$ cat src/rtl/hamming_pkg.sv
// Shared Hamming(15,11) definitions: sizes, bit-position maps and helper
// functions for syndrome calculation, correction, data extraction and encoding.
package hamming_pkg;

  localparam int unsigned N_CODIGO   = 15;
  localparam int unsigned N_DADOS    = 11;
  localparam int unsigned N_SINDROME = 4;

  // Codeword bit index (position-1) of every data bit, LSB first
  localparam int unsigned POS_DADOS [N_DADOS] = '{2, 4, 5, 6, 8, 9, 10, 11, 12, 13, 14};
  // Codeword bit index of the parity bits (positions 1, 2, 4, 8)
  localparam int unsigned POS_PARIDADE [N_SINDROME] = '{0, 1, 3, 7};

  // Syndrome = XOR of the 1-based positions of all set bits
  function automatic logic [N_SINDROME-1:0] calc_sindrome(input logic [N_CODIGO-1:0] palavra);
    logic [N_SINDROME-1:0] s;
    s = '0;
    for (int unsigned i = 0; i < N_CODIGO; i++) begin
      if (palavra[i]) s = s ^ N_SINDROME'(i + 1);
    end
    return s;
  endfunction

  // Invert the bit at position s (index s-1); s=0 leaves the word untouched
  function automatic logic [N_CODIGO-1:0] corrige(input logic [N_CODIGO-1:0] palavra,
                                                 input logic [N_SINDROME-1:0] s);
    logic [N_CODIGO-1:0] c;
    for (int unsigned i = 0; i < N_CODIGO; i++) begin
      c[i] = palavra[i] ^ (s == N_SINDROME'(i + 1));
    end
    return c;
  endfunction

  // Gather the data bits out of a codeword
  function automatic logic [N_DADOS-1:0] extrai_dados(input logic [N_CODIGO-1:0] c);
    logic [N_DADOS-1:0] d;
    for (int unsigned k = 0; k < N_DADOS; k++) begin
      d[k] = c[POS_DADOS[k]];
    end
    return d;
  endfunction

  // Encoder: place data, then set each parity bit to zero out its syndrome bit
  function automatic logic [N_CODIGO-1:0] codifica(input logic [N_DADOS-1:0] d);
    logic [N_CODIGO-1:0]   c;
    logic [N_SINDROME-1:0] s;
    c = '0;
    for (int unsigned k = 0; k < N_DADOS; k++) begin
      c[POS_DADOS[k]] = d[k];
    end
    s = calc_sindrome(c);
    for (int unsigned k = 0; k < N_SINDROME; k++) begin
      c[POS_PARIDADE[k]] = s[k];
    end
    return c;
  endfunction

endpackage

$ cat src/rtl/hamming_sindrome.sv
// Combinational 15->4 Hamming syndrome generator.
module hamming_sindrome
  import hamming_pkg::*;
(
  input  logic [N_CODIGO-1:0]   palavra_i,
  output logic [N_SINDROME-1:0] sindrome_o
);

  // Pure XOR tree over the received word
  always_comb sindrome_o = calc_sindrome(palavra_i);

endmodule

$ cat src/rtl/hamming_corretor.sv
// Streaming Hamming(15,11) single-error-correcting decoder, 2-stage
// valid/ready pipeline with saturating statistics counters.
// Optional macro HAMMING_SINDROME_SAIDA_EN adds the sindrome output and the
// cont_posicao_max register.
module hamming_corretor
  import hamming_pkg::*;
#(
  parameter int unsigned LARGURA_CONT = 16
) (
  input  logic                    clk,
  input  logic                    rst_n,
  input  logic [N_CODIGO-1:0]     entrada,
  input  logic                    entrada_valida,
  output logic                    entrada_pronta,
  output logic [N_DADOS-1:0]      saida,
  output logic                    corrigido,
  output logic                    saida_valida,
  input  logic                    saida_pronta,
  input  logic                    limpa_contadores,
  output logic [LARGURA_CONT-1:0] cont_palavras,
  output logic [LARGURA_CONT-1:0] cont_corrigidos
`ifdef HAMMING_SINDROME_SAIDA_EN
  ,
  output logic [N_SINDROME-1:0]   sindrome,
  output logic [N_SINDROME-1:0]   cont_posicao_max
`endif
);

  logic                    s1_valid_q;
  logic [N_CODIGO-1:0]     s1_palavra_q;
  logic [N_SINDROME-1:0]   s1_sind_q;
  logic [N_SINDROME-1:0]   sind_calc;

  logic                    s2_valid_q;
  logic [N_DADOS-1:0]      saida_q, saida_d;
  logic                    corrigido_q, corrigido_d;

  logic [LARGURA_CONT-1:0] cont_palavras_q, cont_palavras_d;
  logic [LARGURA_CONT-1:0] cont_corr_q, cont_corr_d;

  logic s1_pronta, s2_pronta, xfer_entrada, xfer_saida;

  hamming_sindrome u_sindrome (
    .palavra_i  (entrada),
    .sindrome_o (sind_calc)
  );

  // Ready chain is built from the valid flags only, never from entrada_valida
  always_comb begin
    s2_pronta    = !s2_valid_q || saida_pronta;
    s1_pronta    = !s1_valid_q || s2_pronta;
    xfer_entrada = entrada_valida && s1_pronta;
    xfer_saida   = s2_valid_q && saida_pronta;
  end

  // Stage-2 payload: corrected word reduced to its data bits
  always_comb begin
    saida_d     = extrai_dados(corrige(s1_palavra_q, s1_sind_q));
    corrigido_d = (s1_sind_q != '0);
  end

  // Pipeline registers; each stage reloads whenever it is ready
  always_ff @(posedge clk or negedge rst_n) begin
    if (!rst_n) begin
      s1_valid_q   <= 1'b0;
      s1_palavra_q <= '0;
      s1_sind_q    <= '0;
      s2_valid_q   <= 1'b0;
      saida_q      <= '0;
      corrigido_q  <= 1'b0;
    end else begin
      if (s1_pronta) begin
        s1_valid_q <= entrada_valida;
      end
      if (xfer_entrada) begin
        s1_palavra_q <= entrada;
        s1_sind_q    <= sind_calc;
      end
      if (s2_pronta) begin
        s2_valid_q <= s1_valid_q;
      end
      if (s1_valid_q && s2_pronta) begin
        saida_q     <= saida_d;
        corrigido_q <= corrigido_d;
      end
    end
  end

  // Saturating counters; clear wins over a same-cycle increment
  always_comb begin
    cont_palavras_d = cont_palavras_q;
    cont_corr_d     = cont_corr_q;
    if (limpa_contadores) begin
      cont_palavras_d = '0;
      cont_corr_d     = '0;
    end else if (xfer_saida) begin
      if (cont_palavras_q != '1) cont_palavras_d = cont_palavras_q + LARGURA_CONT'(1);
      if (corrigido_q && (cont_corr_q != '1)) cont_corr_d = cont_corr_q + LARGURA_CONT'(1);
    end
  end

  // Counter state
  always_ff @(posedge clk or negedge rst_n) begin
    if (!rst_n) begin
      cont_palavras_q <= '0;
      cont_corr_q     <= '0;
    end else begin
      cont_palavras_q <= cont_palavras_d;
      cont_corr_q     <= cont_corr_d;
    end
  end

  assign entrada_pronta  = s1_pronta;
  assign saida           = saida_q;
  assign corrigido       = corrigido_q;
  assign saida_valida    = s2_valid_q;
  assign cont_palavras   = cont_palavras_q;
  assign cont_corrigidos = cont_corr_q;

`ifdef HAMMING_SINDROME_SAIDA_EN
  logic [N_SINDROME-1:0] sind2_q;
  logic [N_SINDROME-1:0] pos_max_q;

  // Syndrome follows the stage-2 payload; max tracks delivered words
  always_ff @(posedge clk or negedge rst_n) begin
    if (!rst_n) begin
      sind2_q   <= '0;
      pos_max_q <= '0;
    end else begin
      if (s1_valid_q && s2_pronta) begin
        sind2_q <= s1_sind_q;
      end
      if (limpa_contadores) begin
        pos_max_q <= '0;
      end else if (xfer_saida && (sind2_q > pos_max_q)) begin
        pos_max_q <= sind2_q;
      end
    end
  end

  assign sindrome         = sind2_q;
  assign cont_posicao_max = pos_max_q;
`endif

endmodule

$ cat config.mk
export PLATFORM = sky130hd
export DESIGN_NAME = hamming_corretor
export DESIGN_NICKNAME = d
export VERILOG_FILES = /design/src/rtl/hamming_pkg.sv /design/src/rtl/hamming_sindrome.sv /design/src/rtl/hamming_corretor.sv
export SDC_FILE = /design/constraint.sdc
export NUM_CORES = 1
export LEC_CHECK = 0
export CAP_MARGIN = 20
export CORE_MARGIN = 8
export CORE_UTILIZATION = 56
export CTS_BUF_LIST = sky130_fd_sc_hd__clkbuf_16
export CTS_CLUSTER_SIZE = 14
export DETAILED_ROUTE_END_ITERATION = 7
export GPL_TIMING_DRIVEN = 0
export PLACE_DENSITY_LB_ADDON = 0.08
export SETUP_SLACK_MARGIN = 0.1
export SKIP_CTS_REPAIR_TIMING = 1
export SYNTH_ARGS = -nofsm -noshare
export SYNTH_HDL_FRONTEND = slang
export SYNTH_SLANG_ARGS = --single-unit
$ cat constraint.sdc
create_clock -name clk -period 3.4 [get_ports clk]
set_clock_uncertainty 0.1 [all_clocks]
set_input_delay 0.68 -clock clk [delete_from_list [all_inputs] [get_ports clk]]
set_output_delay 0.68 -clock clk [all_outputs]
set_load 0.01 [all_outputs]
**After elaboration in Yosys (flattened, before gate mapping)**

Index checks and enable logic that the tools add are counted.

- Add/sub/neg operators: 2
- Equality and inequality tests: 13
- Multiplexer cells: 21
- Bitwise operators: 25
- Reduce and logical (&&, ||, !) cells: 14

Operators by type and width:

| cell | count |
|---|---|
| $mux W16 | 6 |
| $add A16 B1 Y16 const B | 2 |
| $mux W4 | 8 |
| $ne A16 B16 Y1 const B | 2 |
| $eq A4 B4 Y1 const B | 7 |
| $eq A4 B3 Y1 const B | 3 |
| $mux W3 | 4 |
| $not A2 Y2 | 6 |
| $not A3 Y3 | 4 |
| $xor A1 B1 Y1 | 11 |
| $reduce_bool A2 Y1 | 3 |
| $eq A4 B2 Y1 const B | 1 |
| $logic_and A1 B1 Y1 | 4 |
| $mux W2 | 2 |
| $not A4 Y4 | 1 |
| $reduce_and A2 Y1 | 2 |
| $reduce_bool A4 Y1 | 1 |
| $not A1 Y1 const A | 3 |
| $logic_not A1 Y1 | 2 |
| $logic_or A1 B1 Y1 | 2 |
| $mux W1 | 1 |

- Register bits after elaboration: 65
- Input bits: 20
- Output and inout bits: 46
- Logic and storage cells: 83

**Longest topological paths before layout**

Gate-level depths: netlist (run 1).

- Word-level depth: 26
- Mapped depth: 6
- Depth with buffers taken out: 5

**By module**

Synthesis (run 1) repeated with hierarchy kept, for this count alone.

- Cells, all modules: 326
- Area, all modules: 3,274.4 um^2

Modules (own cells, without submodules):

| module | instances | cells each | area each (um^2) |
|---|---|---|---|
| hamming_corretor | 1 | 307 | 3,057.9 |
| hamming_sindrome | 1 | 19 | 216.5 |

**Worst setup path after synthesis (run 1)**

Ideal clock, no wire load.

- Path kind: input -> register
- From: input saida_pronta
- To: register cont_corr_q[13] (netlist: cont_corrigidos[13])
- Setup time: 78 ps
- Arrival time: 2,012 ps
- Slack: 1,209 ps
- Cell stages on the path: 6
- Buffers on the path: 2
- Path through: buf_6 nand3_1 or4_1 buf_2 or4_1 a21oi_1

- Cells in the longest elaborated chain, start to end: 3

RTL lines:

| what | RTL line | text |
|---|---|---|
| start: declaration | hamming_corretor.sv:18 | `input logic saida_pronta,` |
| $logic_and A1 B1 Y1 | hamming_corretor.sv:53 | `xfer_saida = s2_valid_q && saida_pronta;` |
| $reduce_bool A2 Y1 (no line) | - |  |
| $reduce_and A2 Y1 (no line) | - |  |
| end signal: assignment | hamming_corretor.sv:109 | `cont_corr_q <= cont_corr_d;` |
| end: declaration | hamming_corretor.sv:39 | `logic [LARGURA_CONT-1:0] cont_corr_q, cont_corr_d;` |

Every way passes these cells.
A chain may end at the register's enable or synchronous reset.

**Worst setup path in the final report (run 1)**

- From: register s2_valid_q (netlist: saida_valida)
- To: output entrada_pronta

- Cells in the longest elaborated chain, start to end: 3

RTL lines:

| what | RTL line | text |
|---|---|---|
| start: declaration | hamming_corretor.sv:34 | `logic s2_valid_q;` |
| start signal: assignment | hamming_corretor.sv:80 | `s2_valid_q <= s1_valid_q;` |
| $logic_not A1 Y1 | hamming_corretor.sv:50 | `s2_pronta = !s2_valid_q \|\| saida_pronta;` |
| $logic_or A1 B1 Y1 | hamming_corretor.sv:50 |  |
| $logic_or A1 B1 Y1 | hamming_corretor.sv:51 | `s1_pronta = !s1_valid_q \|\| s2_pronta;` |
| end: declaration | hamming_corretor.sv:14 | `output logic entrada_pronta,` |

Every way passes these cells.

==> impl_metrics.json, run 1 <==
{
  "period_minus_slack_ns": 2.34,
  "power.density_nw_per_um2": 527,
  "r2r_end": "cont_palavras[11]",
  "fin_cells": 475,
  "slew_violations": 0,
  "pwr-share-seq_pct": 39.6,
  "ir_drop_uv": 452,
  "tightest_slew_ns": 1.10,
  "place_hpwl_um": 5770,
  "pre_cts_slack_ns": 1.01,
  "hold_path_class": "input pin to asynchronous set/reset pin",
  "final_core_util_pct": 74.5,
  "synth_edf_count": 0,
  "synthArstFlopShare_pct": 100,
  "final.setup.worst_slack_ns": 1.06,
  "ctsHtreeMaxLevel": 3,
  "synthFlopType": "dfrtp_1",
  "synth_fp_nets": 343,
  "combPwrFrac_pct": 18.9,
  "dpl.cell_count": 460,
  "area.growth.synth_to_final_pct": 32.0,
  "grt_pass1_wl_um": 13400,
  "dr.pass1.iters": 4,
  "p_switching_w": 0.000596,
  "drc_errors": 0,
  "grt-ovfl-total": 0,
  "p_clk_share_pct": 41.5,
  "netSwitchingFraction_pct": 26.3,
  "cts-root-buf": "clkbuf_16",
  "maxCapViolations": 0,
  "hold_viol_final": 0,
  "clk_latency_ns": 0.33,
  "antenna_found_initial": 0,
  "dieWidth_um": 92.4,
  "whs_ns": 0.218,
  "clkTransAtPathRegs_ns": 0.05,
  "grt_pass1_vias": 2810,
  "fin_nets": 418,
  "max_clock_freq_mhz": 427,
  "final_common_cell": "clkdlybuf4s50_1",
  "cts_tree": "built",
  "netlist_area_sq_um": 3270,
  "core-area_sq_um": 5780,
  "fin_crit_sh_pct": 68.9,
  "io_buffers": 63,
  "vias_per_cell": 5.91,
  "crit_type": "flop to output pin",
  "ios": 66,
  "yosys_warnings": 0,
  "dieArea_sq_um": 8530,
  "ys_seq_area_share_pct": 46.7,
  "synth_seq_cells": 61,
  "relSlewSlack_pct": 26.1,
  "intPower_w": 0.00167,
  "start_util_pct": 56.5,
  "finalPower_w": 0.00227,
  "grt_start_max_net_pins": 42,
  "reg2reg_depth": 4,
  "rows": 28,
  "syn-instance-count": 321,
  "place_congestion": 0.771,
  "p_leak_nw": 1.67,
  "cp.required_ns": 2.62,
  "ant_nets": 0,
  "drt_iter0_drc": 120,
  "antennaDiodeCount": 0,
  "start_kind": "flop",
  "grt_setup_unrepaired": "false",
  "regToRegSetupSlack_ns": 1.15,
  "wl_per_cell_um": 16.6,
  "synth_cell_types": 47,
  "drive_gt1_share_pct": 11.5,
  "cts_buffers": 9,
  "arrival_ns": 1.56,
  "vias": 2806,
  "cts_sinks": 61,
  "r2r_start": "cont_palavras[11]",
  "synth_area_per_cell_sq_um": 10.2,
  "track_usage_pct": 19.5,
  "die_h_um": 92.4,
  "setup_violations": 0,
  "layout_common_cells": "clkdlybuf4s50_1, dfrtp_1, nand2_1, o21ai_0, xnor2_1",
  "clockBufferDepth": 2,
  "wl_um": 7880,
  "crit_path_max_fanout": 10,
  "end_kind": "output pin",
  "run_status": "complete, no violations"
}
-- per-stage QoR --
| stage | setup TNS [ns] | area (sq um) |
|---|---|---|
| detailed placement | 0 | 4010 |
| global route | 0 | 4310 |
| global placement | -25.62 | 3990 |
| CTS | 0 | 4310 |
| floorplan | 0 | 3270 |
| finish | 0 | 4310 |
-- flip-flops by register name, summed over array words and instances (netlist names) --
register and cells:
saida_valida 1, cont_corrigidos 16, cont_palavras 16, s1_valid_q 1
corrigido 1, saida 11, s1_sind_q 4, s1_palavra_q 11
-- critical path: stages (launching register included) --
cell and delay [ns]:
dfrtp_1 0.38, clkbuf_8 0.17, nand3b_1 0.13, clkdlybuf4s50_1 0.56
-- how the worst max path moves through the flow --
stage	endpoint	start
finish	entrada_pronta	saida_valida
global route	cont_palavras[7]	cont_palavras[11]
CTS	entrada_pronta	saida_valida
detailed placement	s1_palavra_q[14]	entrada_valida
global placement	s1_palavra_q[13]	rst_n
floorplan	cont_corrigidos[13]	saida_pronta
-- final cells by class --
cell class	instances	area [sq um]
Sequential cell	61	1530
Tap cell	75	93.8
Inverter	7	26.3
Clock inverter	6	78.8
Timing Repair Buffer	64	646
Fill cell	425	1470
Buffer	11	78.8
Multi-Input combinational cell	242	1630
Clock buffer	9	225
-- power by group through the flow --
stage	registers (W)	logic [W]	clock network, W
2_1_floorplan	0.000911	0.000215	0
3_3_place_gp	0.000903	0.000414	0
3_5_place_dp	0.000906	0.000429	0
4_1_cts	0.000895	0.000435	0.000953
5_1_grt	0.000907	0.000470	0.000983
6_report	0.000898	0.000429	0.000943
-- cells by family (layout without fill, tap and decap cells) --
family,Yosys count,after routing,synth area share [%]
AOI/OAI and AO/OA,69,69,13.4
xor gates and xnor gates,31,31,9.16
and+or+nand+nor,123,123,20.8
buffers and inverters,18,97,3.22
adders and majority gates,2,2,0.766
muxes,17,17,5.82
DFF,61,61,46.7
-- per-layer routing --
layer	up-vias	global-route usage, %	wire [um]
met1	1359	22.5	3270
met4	0	8.59	136
met2	80	33.0	4040
met5	-	0	0
met3	16	5.74	431
li1	1351	-	-
-- synthesized netlist by cell type (2+ instances only) --
library cell	count	share of area, %
clkbuf_1	3	0.34
xnor3_1	2	1.4
nor2_1	14	1.6
xnor2_1	20	5.4
dfrtp_1	61	47
nand3_1	11	1.7
o41ai_1	6	1.6
inv_1	7	0.80
nor2b_1	3	0.57
buf_6	2	0.69
o21ai_0	20	3.1
mux2_2	16	5.5
nand2b_1	7	1.3
or3_1	4	0.77
nand4_1	9	1.7
o311ai_0	5	1.3
xor2_1	9	2.4
nor4_1	6	1.1
and4_1	4	1.1
buf_2	2	0.31
o31ai_1	10	2.3
a31oi_1	3	0.57
dlygate4sd1_1	2	0.54
nand2_1	32	3.7
a21oi_1	19	2.9
or2_2	4	0.77
nor3_1	8	1.2
or4_1	11	2.5
ha_1	2	0.77
or3_2	2	0.46
No activity file was read; power rests on OpenSTA's default activity.
==> run 2, diff against run 1 <==
--- a/config.mk
+++ b/config.mk
@@ -7,7 +7,7 @@
 export LEC_CHECK = 0
 export CAP_MARGIN = 20
 export CORE_MARGIN = 8
-export CORE_UTILIZATION = 56
+export CORE_UTILIZATION = 47
 export CTS_BUF_LIST = sky130_fd_sc_hd__clkbuf_16
 export CTS_CLUSTER_SIZE = 14
 export DETAILED_ROUTE_END_ITERATION = 7
==> constraint.sdc (replaced) <==
create_clock -name clk -period 2.01 [get_ports clk]
set_clock_uncertainty 0.1 [all_clocks]
set_input_delay 0.402 -clock clk [delete_from_list [all_inputs] [get_ports clk]]
set_output_delay 0.402 -clock clk [all_outputs]
set_load 0.01 [all_outputs]
==> run 2 against run 1 <==
Flip-flop and latch count stayed put; count of clock-buffer cells in the layout stayed put; setup slack worse by 1.1 ns; highest routed layer unchanged; power is 64% higher; final cell count is 6.9% higher; die area is 16% higher; combinational power is 75% higher; the run now ends with setup timing left; design area is 9.6% higher; critical path depth is 3 higher; via count is 3.9% higher; sequential power is 69% higher.
==> impl_metrics.json, run 2 (same netlist as run 1, synthesis figures left out) <==
{
  "final_common_cell": "clkdlybuf4s50_1",
  "maxCapViolations": 0,
  "r2r_start": "saida_valida",
  "place_congestion": 0.815,
  "ctsHtreeMaxLevel": 3,
  "ant_nets": 0,
  "start_util_pct": 48.3,
  "crit_type": "flop to flop",
  "grt-ovfl-total": 0,
  "hold_path_class": "input pin to flop",
  "vias_per_cell": 5.74,
  "track_usage_pct": 16.5,
  "regArea_sq_um": 1550,
  "antennaDiodeCount": 0,
  "failed_checks": "setup timing",
  "clk_latency_ns": 0.32,
  "dieArea_sq_um": 9870,
  "fin_nets": 445,
  "cp_top_family": "simple AND/OR/NAND/NOR gates",
  "start_kind": "flop",
  "stdcell_area_sq_um": 4720,
  "hold_path_depth": 3,
  "wl_um": 8530,
  "crit_path_max_fanout": 5,
  "reg2reg_depth": 6,
  "fill_cells": 511,
  "holdPathEnd": "saida_valida",
  "critPathBufInv": 2,
  "place_area_sq_um": 4040,
  "core-area_sq_um": 6760,
  "dieWidth_um": 99.4,
  "critical_path.max_stage_delay_ns": 0.53,
  "drc_errors": 0,
  "period_minus_slack_ns": 2.05,
  "rows": 30,
  "cts_tree": "built",
  "cts_buffers": 9,
  "min-delay-start": "saida_pronta",
  "r2r_end": "cont_corrigidos[9]",
  "die_h_um": 99.4,
  "vias": 2916,
  "cts_sinks": 61,
  "clkTransAtPathRegs_ns": 0.05,
  "relSlewSlack_pct": 60.8,
  "ir_drop_uv": 663,
  "dr.pass1.iters": 4,
  "cp.required_ns": 2.16,
  "regToRegSetupSlack_ns": -0.04,
  "grt_start_max_net_pins": 41,
  "fin_crit_sh_pct": 102,
  "area.growth.synth_to_final_pct": 44.7,
  "max_clock_freq_mhz": 488,
  "layout_common_cells": "clkdlybuf4s50_1, dfrtp_1, nand2_1, buf_4",
  "power.density_nw_per_um2": 789,
  "antenna_found_initial": 0,
  "p_leak_nw": 1.88,
  "run_status": "complete, but fails checks",
  "grt_pass1_wl_um": 13200,
  "multi_input_area_sq_um": 1810,
  "arrival_ns": 2.20,
  "grt_setup_unrepaired": "true",
  "hold_viol_final": 0,
  "crit_chain": "buf_8, nand3_4, or4_4, buf_6, or4_4, a21oi_2",
  "grt_pass1_vias": 2740,
  "cp_slowest_cell": "or4_4",
  "drt_iter0_drc": 90,
  "tightest_slew_ns": 0.588,
  "clockBufferDepth": 2,
  "drive_gt1_share_pct": 26.6,
  "place_hpwl_um": 5780,
  "end_kind": "flop",
  "final.setup.worst_slack_ns": -0.0406,
  "wl_per_cell_um": 16.8,
  "setup_violations": 1,
  "io_buffers": 63,
  "path_common_cell": "or4_4",
  "ios": 66,
  "cp_num_cells": 6,
  "final_core_util_pct": 69.9,
  "slew_violations": 0,
  "fin_setup_tns_ns": -0.0406,
  "cts-root-buf": "clkbuf_16"
}
run 2: worst max-delay path by stage:
stage / start / to / slack [ns]
after floorplan: saida_valida / cont_corrigidos[13] / 0.07
after global placement: rst_n / cont_palavras[4] / -1.83
after detailed placement: cont_palavras[0] / cont_palavras[3] / -0.17
after CTS: cont_corrigidos[7] / cont_corrigidos[0] / -0.19
after global routing: saida_valida / cont_corrigidos[9] / -0.09
final: saida_valida / cont_corrigidos[9] / -0.04
run 2: routing by layer:
layer  vias to the layer above  wire [um]  global-route usage, %
li1                       1409          -                      -
met1                      1411       3710                   19.2
met2                        78       4300                   28.2
met3                        18        359                   3.91
met4                         0        162                   6.87
met5                         -          0                      0
run 2: layout make-up:
type                       count  area share (%)
multi-input combinational    242            38.2
sequential                    61            32.7
timing repair buffer          91            18.4
clock buffer                   9            4.77
tap                           80            2.12
buffer                        11            1.99
clock inverter                 7            1.19
inverter                       7           0.556
run 2: through the flow:
stage / hold slack (ns) / instances / setup WS, ns / power, W
finish: 0.330 / 508 / -0.0406 / 0.00373
global route: 0.342 / 508 / -0.0859 / 0.00390
CTS: -0.0258 / 481 / -0.189 / 0.00374
detailed placement: 0.314 / 465 / -0.169 / 0.00226
global placement: 0.367 / 464 / -1.83 / 0.00225
floorplan: 0.00641 / 321 / 0.0705 / 0.00191
run 2: worst reg2reg max path: stages (launching register included):
cell	delay, ns
dfrtp_2	0.37
buf_8	0.12
nand3_4	0.08
or4_4	0.53
buf_6	0.15
or4_4	0.50
a21oi_2	0.12
run 2: report_power, final:
group          leakage (nW)  internal [W]  switching [W]
Combinational         0.970      0.000419       0.000333
Sequential            0.766       0.00138       0.000140
Clock                 0.141      0.000938       0.000519
==> run 3, diff against run 2 <==
--- a/config.mk
+++ b/config.mk
@@ -8,7 +8,6 @@
 export CAP_MARGIN = 20
 export CORE_MARGIN = 8
 export CORE_UTILIZATION = 47
-export CTS_BUF_LIST = sky130_fd_sc_hd__clkbuf_16
 export CTS_CLUSTER_SIZE = 14
 export DETAILED_ROUTE_END_ITERATION = 7
 export GPL_TIMING_DRIVEN = 0
==> run 3 against run 2 <==
The flow now finishes without violations; design area fell by 1.3%; clock power fell by 21%; final cell count increased by 0.20%; critical path type unchanged; utilization decreased by 0.93 points; combinational power decreased by 1%; largest power group unchanged; flip-flop and latch count unchanged; routed wire length hardly changed; highest routed layer unchanged.
==> impl_metrics.json, run 3 (same netlist as run 1, synthesis figures left out) <==
{
  "run_status": "complete, no violations",
  "maxCapViolations": 0,
  "r2r_start": "saida_valida",
  "drc_errors": 0,
  "drive_gt1_share_pct": 28.4,
  "wl_per_cell_um": 16.7,
  "reg2reg_depth": 6,
  "cp_slowest_cell": "or4_4",
  "vias_per_cell": 5.73,
  "critPathBufInv": 2,
  "power.density_nw_per_um2": 731,
  "r2r_end": "cont_corrigidos[15]",
  "p_leak_nw": 1.90,
  "period_minus_slack_ns": 1.98,
  "cts_tree": "built",
  "ant_nets": 0,
  "clk_latency_ns": 0.34,
  "hold_path_class": "input pin to flop",
  "drt_iter0_drc": 87,
  "vias": 2917,
  "antennaDiodeCount": 0,
  "cts_buffers": 9,
  "start_kind": "flop",
  "fill_cells": 526,
  "clockBufferDepth": 2,
  "ios": 66,
  "cp.required_ns": 2.18,
  "start_util_pct": 48.3,
  "grt_start_max_net_pins": 41,
  "cp_num_cells": 6,
  "crit_path_max_fanout": 8,
  "grt-ovfl-total": 0,
  "regToRegSetupSlack_ns": 0.03,
  "core-area_sq_um": 6760,
  "whs_ns": 0.312,
  "crit_chain": "buf_8, nand3_4, or4_4, buf_6, or4_4, a21oi_2",
  "final_core_util_pct": 69.0,
  "place_congestion": 0.815,
  "track_usage_pct": 16.4,
  "layout_common_cells": "clkdlybuf4s50_1, dfrtp_1, nand2_1, buf_4",
  "rows": 30,
  "wl_um": 8520,
  "relSlewSlack_pct": 61.7,
  "final_common_cell": "clkdlybuf4s50_1",
  "setup_violations": 0,
  "area.growth.synth_to_final_pct": 42.8,
  "dieArea_sq_um": 9870,
  "critical_path.startpoint": "saida_valida",
  "grt_pass1_wl_um": 13200,
  "crit_type": "flop to flop",
  "ir_drop_uv": 397,
  "io_buffers": 63,
  "critical_path.max_stage_delay_ns": 0.50,
  "cp_top_family": "simple AND/OR/NAND/NOR gates",
  "tightest_slew_ns": 0.574,
  "clkTransAtPathRegs_ns": 0.07,
  "cts-root-buf": "clkbuf_8",
  "place_hpwl_um": 5780,
  "antenna_found_initial": 0,
  "max_clock_freq_mhz": 505,
  "fin_crit_sh_pct": 98.6,
  "dr.pass1.iters": 4,
  "grt_pass1_vias": 2745,
  "dieWidth_um": 99.4,
  "end_kind": "flop",
  "crit_end": "cont_corrigidos[15]",
  "die_h_um": 99.4,
  "grt_setup_unrepaired": "true",
  "cts_sinks": 61,
  "slew_violations": 0,
  "path_common_cell": "or4_4",
  "arrival_ns": 2.15,
  "fin_nets": 446,
  "hold_viol_final": 0,
  "ctsHtreeMaxLevel": 3
}
run 3: where the power goes:
part           total, W  internal, W  leakage, nW  switching [W]
Clock           0.00115     0.000667        0.112       0.000479
Combinational  0.000744     0.000412         1.02       0.000333
Sequential      0.00152      0.00138        0.764       0.000141
Total           0.00341      0.00245         1.90       0.000952
run 3: through the flow:
step           std cells  setup TNS, ns  area [sq um]  setup slack [ns]  power, W
3_3_place_gp         464         -98.60          4030             -1.83   0.00225
4_1_cts              481          -1.34          4250            -0.169   0.00341
6_report             509              0          4660            0.0291   0.00341
3_5_place_dp         465          -1.17          4040            -0.169   0.00226
5_1_grt              509        -0.0916          4660           -0.0494   0.00357
2_1_floorplan        321              0          3300            0.0705   0.00191
run 3: how the worst min path moves through the flow:
stage                       from             endpoint  depth (start not counted)
floorplan                  rst_n   cont_corrigidos[0]                          0
global placement        saida[8]             saida[8]                          2
detailed placement         rst_n     cont_palavras[7]                          1
CTS                        rst_n  cont_corrigidos[12]                          1
global route        saida_pronta         saida_valida                          3
finish              saida_pronta         saida_valida                          3
run 3: cell type report:
cell class              count  area, sq um  share of cell area [%]
flip-flops and latches     61         1550                    33.2
inverters                   7         26.3                   0.564
well taps                  80          100                    2.15
plain buffers              11         93.8                    2.01
repair buffers             92          861                    18.5
clock buffers              12          165                    3.54
multi-input cells         242         1820                    39.1
clock inverters             4         45.0                   0.966
run 3: worst register-to-register path: cells and delay by family, from the launching register on:
family / cells / cell delay, ns
buffers and inverters: 2 / 0.29
DFF: 1 / 0.39
AOI/OAI and AO/OA: 1 / 0.13
and+or+nand+nor: 3 / 0.99
run 3: per-layer routing:
metal / vias to the layer above / track usage (%) / wire length, um
met2: 82 / 27.6 / 4330
met1: 1413 / 19.2 / 3590
li1: 1404 / - / -
met5: - / 0 / 0
met3: 18 / 3.77 / 425
met4: 0 / 8.03 / 176
